File: config.mk
export PLATFORM = sky130hd
export DESIGN_NAME = instr_fetch_flat
export DESIGN_NICKNAME = d
export VERILOG_FILES = /design/src/rtl/fetch_pkg.sv /design/src/rtl/instr_fetch_if.sv /design/src/rtl/fetch_next_pc.sv /design/src/rtl/instr_fetch.sv /design/src/flat_wrapper.sv
export SDC_FILE = /design/constraint.sdc
export NUM_CORES = 1
export LEC_CHECK = 0
export ABC_AREA = 1
export ABC_CLOCK_PERIOD_IN_PS = 1640
export BUFFER_PORTS_ARGS = -buffer_cell sky130_fd_sc_hd__buf_2
export CORE_MARGIN = 2
export CORE_UTILIZATION = 25
export DETAILED_ROUTE_END_ITERATION = 7
export PLACE_DENSITY_LB_ADDON = 0.08
export SYNTH_ARGS = -nofsm -noshare
export SYNTH_HDL_FRONTEND = slang
export SYNTH_SLANG_ARGS = --single-unit
File: constraint.sdc
create_clock -name clk -period 1.64 [get_ports clk]
set_input_delay 0.41 -clock clk [delete_from_list [all_inputs] [get_ports clk]]
set_output_delay 0.41 -clock clk [all_outputs]
set_load 0.01 [all_outputs]
File: src/rtl/fetch_pkg.sv
// -----------------------------------------------------------------------------
// fetch_pkg
// Shared types and constants for the instruction fetch controller.
//   fetch_state_e : fetch FSM state encoding
//   PC_INC        : sequential PC increment (one 32-bit word)
//   TRAP_VEC      : PC loaded on a misaligned redirect when the
//                   FETCH_MISALIGN_TRAP_EN build option is defined
//   align_pc()    : clears the two low address bits
// -----------------------------------------------------------------------------
package fetch_pkg;

  typedef enum logic [2:0] {
    ST_IDLE  = 3'd0,
    ST_REQ   = 3'd1,
    ST_WAIT  = 3'd2,
    ST_HOLD  = 3'd3,
    ST_DRAIN = 3'd4
  } fetch_state_e;

  localparam logic [31:0] PC_INC   = 32'd4;
  localparam logic [31:0] TRAP_VEC = 32'h0000_0100;

  function automatic logic [31:0] align_pc(input logic [31:0] pc);
    return pc & ~32'h0000_0003;
  endfunction

endpackage

File: src/rtl/instr_fetch_if.sv
// -----------------------------------------------------------------------------
// instr_fetch_if
// Bus bundle between the fetch controller, instruction memory and decode.
//   imem_req_valid/imem_req_ready/imem_addr : memory request channel
//   imem_rsp_valid/imem_rsp_data            : memory response (no backpressure)
//   ir_valid/ir_ready/ir_data/ir_pc         : instruction register to decode
// Modports:
//   master : the fetch controller
//   slave  : the environment (memory + decode)
// -----------------------------------------------------------------------------
interface instr_fetch_if;

  logic        imem_req_valid;
  logic        imem_req_ready;
  logic [31:0] imem_addr;
  logic        imem_rsp_valid;
  logic [31:0] imem_rsp_data;
  logic        ir_valid;
  logic        ir_ready;
  logic [31:0] ir_data;
  logic [31:0] ir_pc;

  modport master (
    output imem_req_valid, imem_addr, ir_valid, ir_data, ir_pc,
    input  imem_req_ready, imem_rsp_valid, imem_rsp_data, ir_ready
  );

  modport slave (
    input  imem_req_valid, imem_addr, ir_valid, ir_data, ir_pc,
    output imem_req_ready, imem_rsp_valid, imem_rsp_data, ir_ready
  );

endinterface

File: src/rtl/fetch_next_pc.sv
// -----------------------------------------------------------------------------
// fetch_next_pc
// Combinational next-PC mux for the program counter register.
//   state        in  : current fetch FSM state
//   pc_in        in  : current PC
//   ir_fire      in  : decode accepted the instruction register this cycle
//   redirect     in  : branch/jump redirect from execute
//   redirect_pc  in  : redirect target
//   pc_next      out : next PC (equals pc_in when no update)
//   upd_pc       out : PC load strobe
//   misalign_err out : misaligned redirect (FETCH_MISALIGN_TRAP_EN builds only)
// Build option: FETCH_MISALIGN_TRAP_EN sends misaligned redirects to TRAP_VEC;
// otherwise the target is force-aligned and misalign_err stays 0.
// -----------------------------------------------------------------------------
module fetch_next_pc
  import fetch_pkg::*;
(
  input  fetch_state_e state,
  input  logic [31:0]  pc_in,
  input  logic         ir_fire,
  input  logic         redirect,
  input  logic [31:0]  redirect_pc,
  output logic [31:0]  pc_next,
  output logic         upd_pc,
  output logic         misalign_err
);

  always_comb begin
    pc_next      = pc_in;
    upd_pc       = 1'b0;
    misalign_err = 1'b0;
    // Redirect wins over a sequential step; it is ignored only in IDLE.
    // ir_fire can never coincide with it because ir_valid is masked by redirect.
    if (redirect && (state != ST_IDLE)) begin
      upd_pc = 1'b1;
`ifdef FETCH_MISALIGN_TRAP_EN
      if (redirect_pc[1:0] != 2'b00) begin
        pc_next      = TRAP_VEC;
        misalign_err = 1'b1;
      end else begin
        pc_next = redirect_pc;
      end
`else
      pc_next = align_pc(redirect_pc);
`endif
    end else if (ir_fire) begin
      upd_pc  = 1'b1;
      pc_next = pc_in + PC_INC;
    end
  end

endmodule

File: src/rtl/instr_fetch.sv
// -----------------------------------------------------------------------------
// instr_fetch
// Instruction fetch controller upstream of the program counter register.
// Requests the word at pc_in, holds the response in the instruction register
// for decode, and steps or redirects the PC.
//   clk          in  : clock, rising edge
//   rst_n        in  : asynchronous active-low reset
//   pc_in        in  : current PC from the program counter
//   pc_next      out : next PC to the program counter
//   upd_pc       out : one-cycle PC load strobe
//   bus          mst : memory request/response and decode channels
//   redirect     in  : branch/jump redirect from execute
//   redirect_pc  in  : redirect target
//   misalign_err out : misaligned redirect pulse (FETCH_MISALIGN_TRAP_EN only)
//   fetch_cnt    out : instructions accepted by decode, wraps at 2^32
// Build option: FETCH_MISALIGN_TRAP_EN (see fetch_next_pc).
// -----------------------------------------------------------------------------
module instr_fetch
  import fetch_pkg::*;
(
  input  logic                 clk,
  input  logic                 rst_n,
  input  logic [31:0]          pc_in,
  output logic [31:0]          pc_next,
  output logic                 upd_pc,
  instr_fetch_if.master        bus,
  input  logic                 redirect,
  input  logic [31:0]          redirect_pc,
  output logic                 misalign_err,
  output logic [31:0]          fetch_cnt
);

  fetch_state_e state_q, state_d;
  logic [31:0]  ir_data_q, ir_data_d;
  logic [31:0]  ir_pc_q, ir_pc_d;
  logic [31:0]  fetch_cnt_q, fetch_cnt_d;
  logic         req_valid;
  logic         ir_valid;
  logic         ir_fire;

  always_comb begin
    state_d     = state_q;
    ir_data_d   = ir_data_q;
    ir_pc_d     = ir_pc_q;
    fetch_cnt_d = fetch_cnt_q;
    req_valid   = 1'b0;
    ir_valid    = 1'b0;
    unique case (state_q)
      ST_IDLE: state_d = ST_REQ;
      ST_REQ: begin
        // A redirect suppresses the request; the PC moves and we retry next cycle.
        req_valid = !redirect;
        if (req_valid && bus.imem_req_ready) state_d = ST_WAIT;
      end
      ST_WAIT: begin
        if (redirect) begin
          // A response arriving in the redirect cycle is the stale one: drop it.
          state_d = bus.imem_rsp_valid ? ST_REQ : ST_DRAIN;
        end else if (bus.imem_rsp_valid) begin
          ir_data_d = bus.imem_rsp_data;
          ir_pc_d   = pc_in;
          state_d   = ST_HOLD;
        end
      end
      ST_HOLD: begin
        ir_valid = !redirect;
        if (redirect) begin
          state_d = ST_REQ;
        end else if (bus.ir_ready) begin
          fetch_cnt_d = fetch_cnt_q + 32'd1;
          state_d     = ST_REQ;
        end
      end
      ST_DRAIN: begin
        // Wait out the squashed request's response before issuing a new one.
        if (bus.imem_rsp_valid) state_d = ST_REQ;
      end
      default: state_d = ST_IDLE;
    endcase
  end

  assign ir_fire = ir_valid && bus.ir_ready;

  fetch_next_pc u_next_pc (
    .state        (state_q),
    .pc_in        (pc_in),
    .ir_fire      (ir_fire),
    .redirect     (redirect),
    .redirect_pc  (redirect_pc),
    .pc_next      (pc_next),
    .upd_pc       (upd_pc),
    .misalign_err (misalign_err)
  );

  always_ff @(posedge clk or negedge rst_n) begin
    if (!rst_n) begin
      state_q     <= ST_IDLE;
      ir_data_q   <= 32'd0;
      ir_pc_q     <= 32'd0;
      fetch_cnt_q <= 32'd0;
    end else begin
      state_q     <= state_d;
      ir_data_q   <= ir_data_d;
      ir_pc_q     <= ir_pc_d;
      fetch_cnt_q <= fetch_cnt_d;
    end
  end

  assign bus.imem_req_valid = req_valid;
  assign bus.imem_addr      = pc_in;
  assign bus.ir_valid       = ir_valid;
  assign bus.ir_data        = ir_data_q;
  assign bus.ir_pc          = ir_pc_q;
  assign fetch_cnt          = fetch_cnt_q;

endmodule

File: src/flat_wrapper.sv
// flat-port wrapper written by rule: the top's interface ports become plain ports
module instr_fetch_flat import fetch_pkg::*;
  (clk, rst_n, pc_in, pc_next, upd_pc, redirect, redirect_pc, misalign_err, fetch_cnt, bus_imem_req_valid, bus_imem_addr, bus_ir_valid, bus_ir_data, bus_ir_pc, bus_imem_req_ready, bus_imem_rsp_valid, bus_imem_rsp_data, bus_ir_ready);
  instr_fetch_if bus_i ();
  input  logic clk;
  input  logic rst_n;
  input  logic [31:0] pc_in;
  output logic [31:0] pc_next;
  output logic upd_pc;
  input  logic redirect;
  input  logic [31:0] redirect_pc;
  output logic misalign_err;
  output logic [31:0] fetch_cnt;
  output wire logic [$bits(bus_i.imem_req_valid)-1:0] bus_imem_req_valid;
  output wire logic [$bits(bus_i.imem_addr)-1:0] bus_imem_addr;
  output wire logic [$bits(bus_i.ir_valid)-1:0] bus_ir_valid;
  output wire logic [$bits(bus_i.ir_data)-1:0] bus_ir_data;
  output wire logic [$bits(bus_i.ir_pc)-1:0] bus_ir_pc;
  input wire logic [$bits(bus_i.imem_req_ready)-1:0] bus_imem_req_ready;
  input wire logic [$bits(bus_i.imem_rsp_valid)-1:0] bus_imem_rsp_valid;
  input wire logic [$bits(bus_i.imem_rsp_data)-1:0] bus_imem_rsp_data;
  input wire logic [$bits(bus_i.ir_ready)-1:0] bus_ir_ready;
  assign bus_imem_req_valid = bus_i.imem_req_valid;
  assign bus_imem_addr = bus_i.imem_addr;
  assign bus_ir_valid = bus_i.ir_valid;
  assign bus_ir_data = bus_i.ir_data;
  assign bus_ir_pc = bus_i.ir_pc;
  assign bus_i.imem_req_ready = bus_imem_req_ready;
  assign bus_i.imem_rsp_valid = bus_imem_rsp_valid;
  assign bus_i.imem_rsp_data = bus_imem_rsp_data;
  assign bus_i.ir_ready = bus_ir_ready;
  instr_fetch u_core (.clk(clk), .rst_n(rst_n), .pc_in(pc_in), .pc_next(pc_next), .upd_pc(upd_pc), .bus(bus_i), .redirect(redirect), .redirect_pc(redirect_pc), .misalign_err(misalign_err), .fetch_cnt(fetch_cnt));
endmodule
======== After elaboration in Yosys (flattened, before gate mapping) ========
Index checks and enable logic that the tools add are counted.
storage, ports and cells
  bits in registers ....................... 99
  output and inout port bits .............. 164
  input port bits ......................... 102
  word-level logic and storage cells ...... 38
operators by class
  add/sub/neg operators ................... 2
  reductions and logical operators ........ 9
  bitwise logic cells ..................... 1
  muxes and demuxes ....................... 14
  eq/ne operators ......................... 8
operators by type and width
  kind                                                             number
  32-bit two-way mux                                               2
  32-bit by 1-bit adder with 32-bit output, second input constant  1
  32-bit by 3-bit adder with 32-bit output, second input constant  1
  3-bit two-way mux                                                7
  3-bit case mux with 5 select lines                               1
  3-bit by 2-bit == test with 1-bit output, second input constant  2
  3-bit != test, second input constant                             2
  3-bit AND reduction                                              2
  1-bit two-way mux                                                4
  4-bit AND reduction                                              1
  3-bit by 1-bit == test with 1-bit output, second input constant  1
  3-bit == test, second input constant                             1
  1-bit logical AND                                                3
  3-bit zero test                                                  1
  3-bit nonzero test                                               1
  2-bit by 1-bit != test with 1-bit output, second input constant  1
  2-bit != test, second input constant                             1
  1-bit zero test                                                  1
  1-bit inverter                                                   1

======== Longest topological paths before layout ========
  depth after elaboration ................. 5
  depth in mapped cells ................... 10
  depth with buffers taken out ............ 10

======== By module ========
Synthesis repeated with hierarchy kept, for this count alone.
unflattened totals
  cell total of the unflattened synthesis .. 827
  area, all modules ....................... 5983.2 µm²
modules (own cells, without submodules)
  module         times used  sequential area each (µm²)  cells each  area an instance (µm²)
  instr_fetch    1           2477.4                      565         4700.8
  fetch_next_pc  1           0.0                         262         1282.5

======== Least setup slack after synthesis ========
OpenSTA, ideal clock, no wires.
  path type ............................... reg-to-output
  from .................................... register u_core.state_q[2]
  to ...................................... output port pc_next[9]
  setup slack ............................. -148 ps
  arrival ................................. 1378 ps
  required time ........................... 1230 ps
  stages on the path, launching flop included .. 7
  cells stage by stage .................... dfrtp_1 > inv_2 > nand3_2 > nor2_8 > nand3_1 > xor2_1 > o21ai_0
on the way
  longest elaborated chain between the ends .. 5
  elaborated cells between the ends (all ways) .. 7
RTL lines
  what                                      RTL line             source
  start, declared                           instr_fetch.sv:33    fetch_state_e state_q, state_d;
  start signal, assigned                    instr_fetch.sv:102   state_q <= state_d;
  3-bit by 2-bit == test with 1-bit output  instr_fetch.sv:48    unique case (state_q)
  1-bit two-way mux                         instr_fetch.sv:48
  1-bit logical AND                         instr_fetch.sv:82    assign ir_fire = ir_valid && bus.ir_ready;
  32-bit two-way mux                        fetch_next_pc.sv:46  end else if (ir_fire) begin
  32-bit two-way mux *                      fetch_next_pc.sv:34  if (redirect && (state != ST_IDLE)) begin
  end, declared                             flat_wrapper.sv:8    output logic [31:0] pc_next;
Mark *: on every way between the ends. The rest lies on a longest branch, timed or not.

======== Final worst setup path ========
  from .................................... register u_core.state_q[2]
  to ...................................... output port pc_next[31]
Same word-level chain as after synthesis.

==> impl_results.md <==
- Leakage: 5.332 nW
- Worst path cell trace: inv_2 -> nand3_4 -> nor2_8 -> nand2_4 -> nor2_4 -> nand3_1 -> nand3_2 -> nand2_2 -> buf_6
- Tightest Hold Check Type: in -> async
- Yosys warns: 0
- CTS sink count: a little under 100
- RSZ-0062 raised after global routing: yes
- Chip width: about 160 um
- Final period util: 138.6%
- Async S/R FF share, synth: 100.0%
- Crit path buffers/inverters: 2
- Final min period: 2.272 ns
- Final hold viol count: 0
- Wirelength per Cell: 15.50 um
- CTS H-tree depth: 3
- Worst-Margin Slew: about 0.52 ns
- Hpwl dp: about 16 mm
- Total Routing Usage GR: 16.84%
- Pin count of the biggest net entering global routing: 57
- Cell family with most CP delay: simple AND/OR/NAND/NOR gates
- Worst slack, placed: -0.4968 ns
- Xor/xnor share of the synthesized area: under 10%
- CTS root buffer: clkbuf_16
- P&R area growth vs syn: 62.20%
- Compound-gate portion of the synthesized area: between 4 and 5%
- Slowest Stage Delay on Critical Path: around 0.44 ns
- Iteration-0 DRC Markers: 190
- Worst Path Required: roughly 1.2 ns
- Arr. time, crit path: around 1.9 ns
- Critical-path top delay cell: dfrtp_2
- Status: complete, but fails checks
- Synthesized area: about 6100 um2
- Largest fanout on the critical path: 5
- Remaining DRCs: 0
- Vias post-DR: between 6k and 7k
- Final Slew Violations: 0
- Layout filler cell count: approximately 2.6k
- Hold WS: approximately 0.032 ns
- Total of max-cap violations: 0
- Max clock buf depth: 2
- Hold buffers post-CTS: 0
- # rows: 57
- Startpoint types: flip-flop
- Mapped Nets: roughly 850
- Core area: between 20000 and 25000 um2
- Final worst-path setup slack: -0.6324 ns
- Post-synthesis mux area share: 9.598%
- Setup CP Type: reg -> out
- Number of library cell types mapped by synthesis: 33
- Initial Util: 25.31%
- Worst setup EP type: primary output
- Clk_lat worst skew: 0.35 ns
- Post-Synth Simple-Gate Area: between 30% and 40%
- Pwr/cell area: 1169 nW/um2
- Total power: between 0.01 and 0.015 W
- Drt pass-1 iters: 5
- Die area: 25670 um2
- Global-route wire length before repair: ~34 mm
- Antenna violations before repair: 3
- Setup violators final: 120
- Mapped Avg Cell Area: about 8.1 um2
- Vias in the first global route: approximately 6.0k
- Clock Pin Slew Worst Setup and Hold Paths: roughly 0.07 ns
- Register area share after synthesis: roughly two fifths
- Antenna Cells: 0
- Post-synth EDFFs: 0
- Vias/cell: 4.226
- Placer Congestion: between 0.7 and 0.8
- Final wirelength: about 22 mm
- I/O pin count: ~270
- Number of synthesized register bits: 99
- Fin nets: 1221
- Port buffer count: 262
- FMAX: between 400 and 500 MHz
- Primary FF master, synth: dfrtp_1
- DIE HEIGHT: ~160 um
- Grt ovf: 0
- Slew headroom: between 60 and 70%
- Post-Syn Instances: 750
- Worst vdd ir: 0.0004215 V
- Antenna Nets Post-Route: 0
- Worst clock skew: 0.007844 ns
- Failing checks: negative setup slack
- CTS tree: yes
- Post-synthesis adder-cell area fraction: less than 1%
- Num CTS Buffers: 9
- Share of cells above drive strength 1: between 50% and 60%
- Largest family of logic cells by synthesized area: simple AND/OR/NAND/NOR gates
## synth_stat cells, drive strengths merged, types with 8 or more instances
| master | count | share of area [%] |
|---|---|---|
| buf | 44 | 5.7 |
| dfrtp | 99 | 41 |
| inv | 68 | 4.2 |
| mux2 | 39 | 9.6 |
| nand2 | 255 | 16 |
| nand3 | 61 | 5.6 |
| nand4 | 8 | 0.82 |
| nor2 | 80 | 6.9 |
| o21ai | 39 | 3.2 |
| xnor2 | 12 | 1.7 |
| xor2 | 16 | 2.3 |
## cell families after synthesis
kind of cell	after synthesis
buffers and inverters	118
AND/OR/NAND/NOR	417
flip-flops	99
XOR/XNOR	28
other	1
AO/OA/AOI/OAI	46
multiplexers	39
adder cells (fa/ha/maj)	2
## cell usage in the layout (no fill, tap or decap), types with 2 or more instances in the layout
master and instances:
nand2_8 3, inv_4 2, buf_6 40, buf_12 11, nor2_2 6, xnor2_1 10, xnor2_2 2, nand2_2 28
o21ai_1 24, inv_6 3, bufinv_16 3, xor2_1 12, dfrtp_1 97, nand3_1 28, o21ai_2 8, nand3b_1 6
nand2_1 217, xor2_2 3, inv_1 60, dfrtp_2 2, clkbuf_16 13, a21oi_1 2, buf_2 253, nor2_1 55
mux2_4 39, nand3_4 6, nor2_8 4, nand3_2 27, nand4_1 8, buf_4 88, nor2_4 18, inv_2 4
o21ai_0 7, nand2_4 8, buf_16 5, nor3_1 4
## path summary, 6_finish.rpt
path / start / endpoint / slack [ns] / cells after the start
setup / recovery: u_core.state_q[2] / pc_next[31] / -0.63 / 9
hold / removal: rst_n / u_core.fetch_cnt[15] / 0.03 / 2
setup reg to reg: u_core.state_q[2] / u_core.fetch_cnt[16] / -0.24 / 11
hold reg to reg: u_core.bus.ir_pc[0] / u_core.bus.ir_pc[0] / 0.49 / 2
max in group asynchronous: rst_n / u_core.state_q[2] / 1.26 / 2
min in group clk: bus_imem_rsp_data[30] / u_core.bus.ir_data[30] / 0.29 / 2
## where the power goes
| group | total (W) | switching (W) | internal, W |
|---|---|---|---|
| combinational | 0.00536 | 0.00255 | 0.00281 |
| clock | 0.00250 | 0.00101 | 0.00149 |
| sequential | 0.00370 | 0.000456 | 0.00325 |
## final cells by class
class,instances,area (um2),area share (%)
Clock inverter,6,112.6,1.138
Clock buffer,9,225.2,2.276
Sequential cell,99,2480,25.06
Timing Repair Buffer,402,2850,28.80
Multi-Input combinational cell,537,3552,35.90
Inverter,68,270.3,2.731
Tap cell,324,405.4,4.097
## metal layers
layer	global-route usage (%)	up-vias	wire (um)
met2	28.93	174	11060
met5	0	-	21
met1	22.08	2808	10010
li1	-	3104	-
met3	2.805	17	1072
met4	4.136	4	234
## metrics by stage
| stage | instances | utilization [%] | setup TNS [ns] | cell area, um2 |
|---|---|---|---|---|
| finish | 1445 | 41.05 | -26.70 | 9896 |
| floorplan | 750 | - | -1.862 | 6195 |
| global route | 1445 | 41.05 | -34.52 | 9896 |
| CTS | 1425 | 38.63 | -27.05 | 9313 |
| global placement | 1386 | 34.66 | -17.77 | 8354 |
| detailed placement | 1386 | 34.66 | -18.00 | 8354 |
## what timing repair did
| action | in CTS | in global routing |
|---|---|---|
| gates resized for setup | 70 | 98 |
| buffers inserted | 17 | 20 |
| pin swaps | 28 | 36 |
| endpoints found under the setup margin | 93 | 129 |
| cloned | 9 | 5 |
## worst reg2reg max path, stage by stage, from the launching register on
cell and delay, ns:
dfrtp_2 0.44, inv_2 0.09, nand3_4 0.10, nor2_8 0.16, buf_6 0.13, buf_6 0.09, buf_6 0.08, buf_8 0.12
nand3_4 0.13, nor2_4 0.23, nand2_2 0.07, xnor2_1 0.12
## sequential cells by signal (all words and copies together) (netlist names)
signal	flops
u_core.state_q	3
u_core.bus.ir_data	32
u_core.fetch_cnt	32
u_core.bus.ir_pc	32
Note: power is estimated with default switching activity, not from simulation.
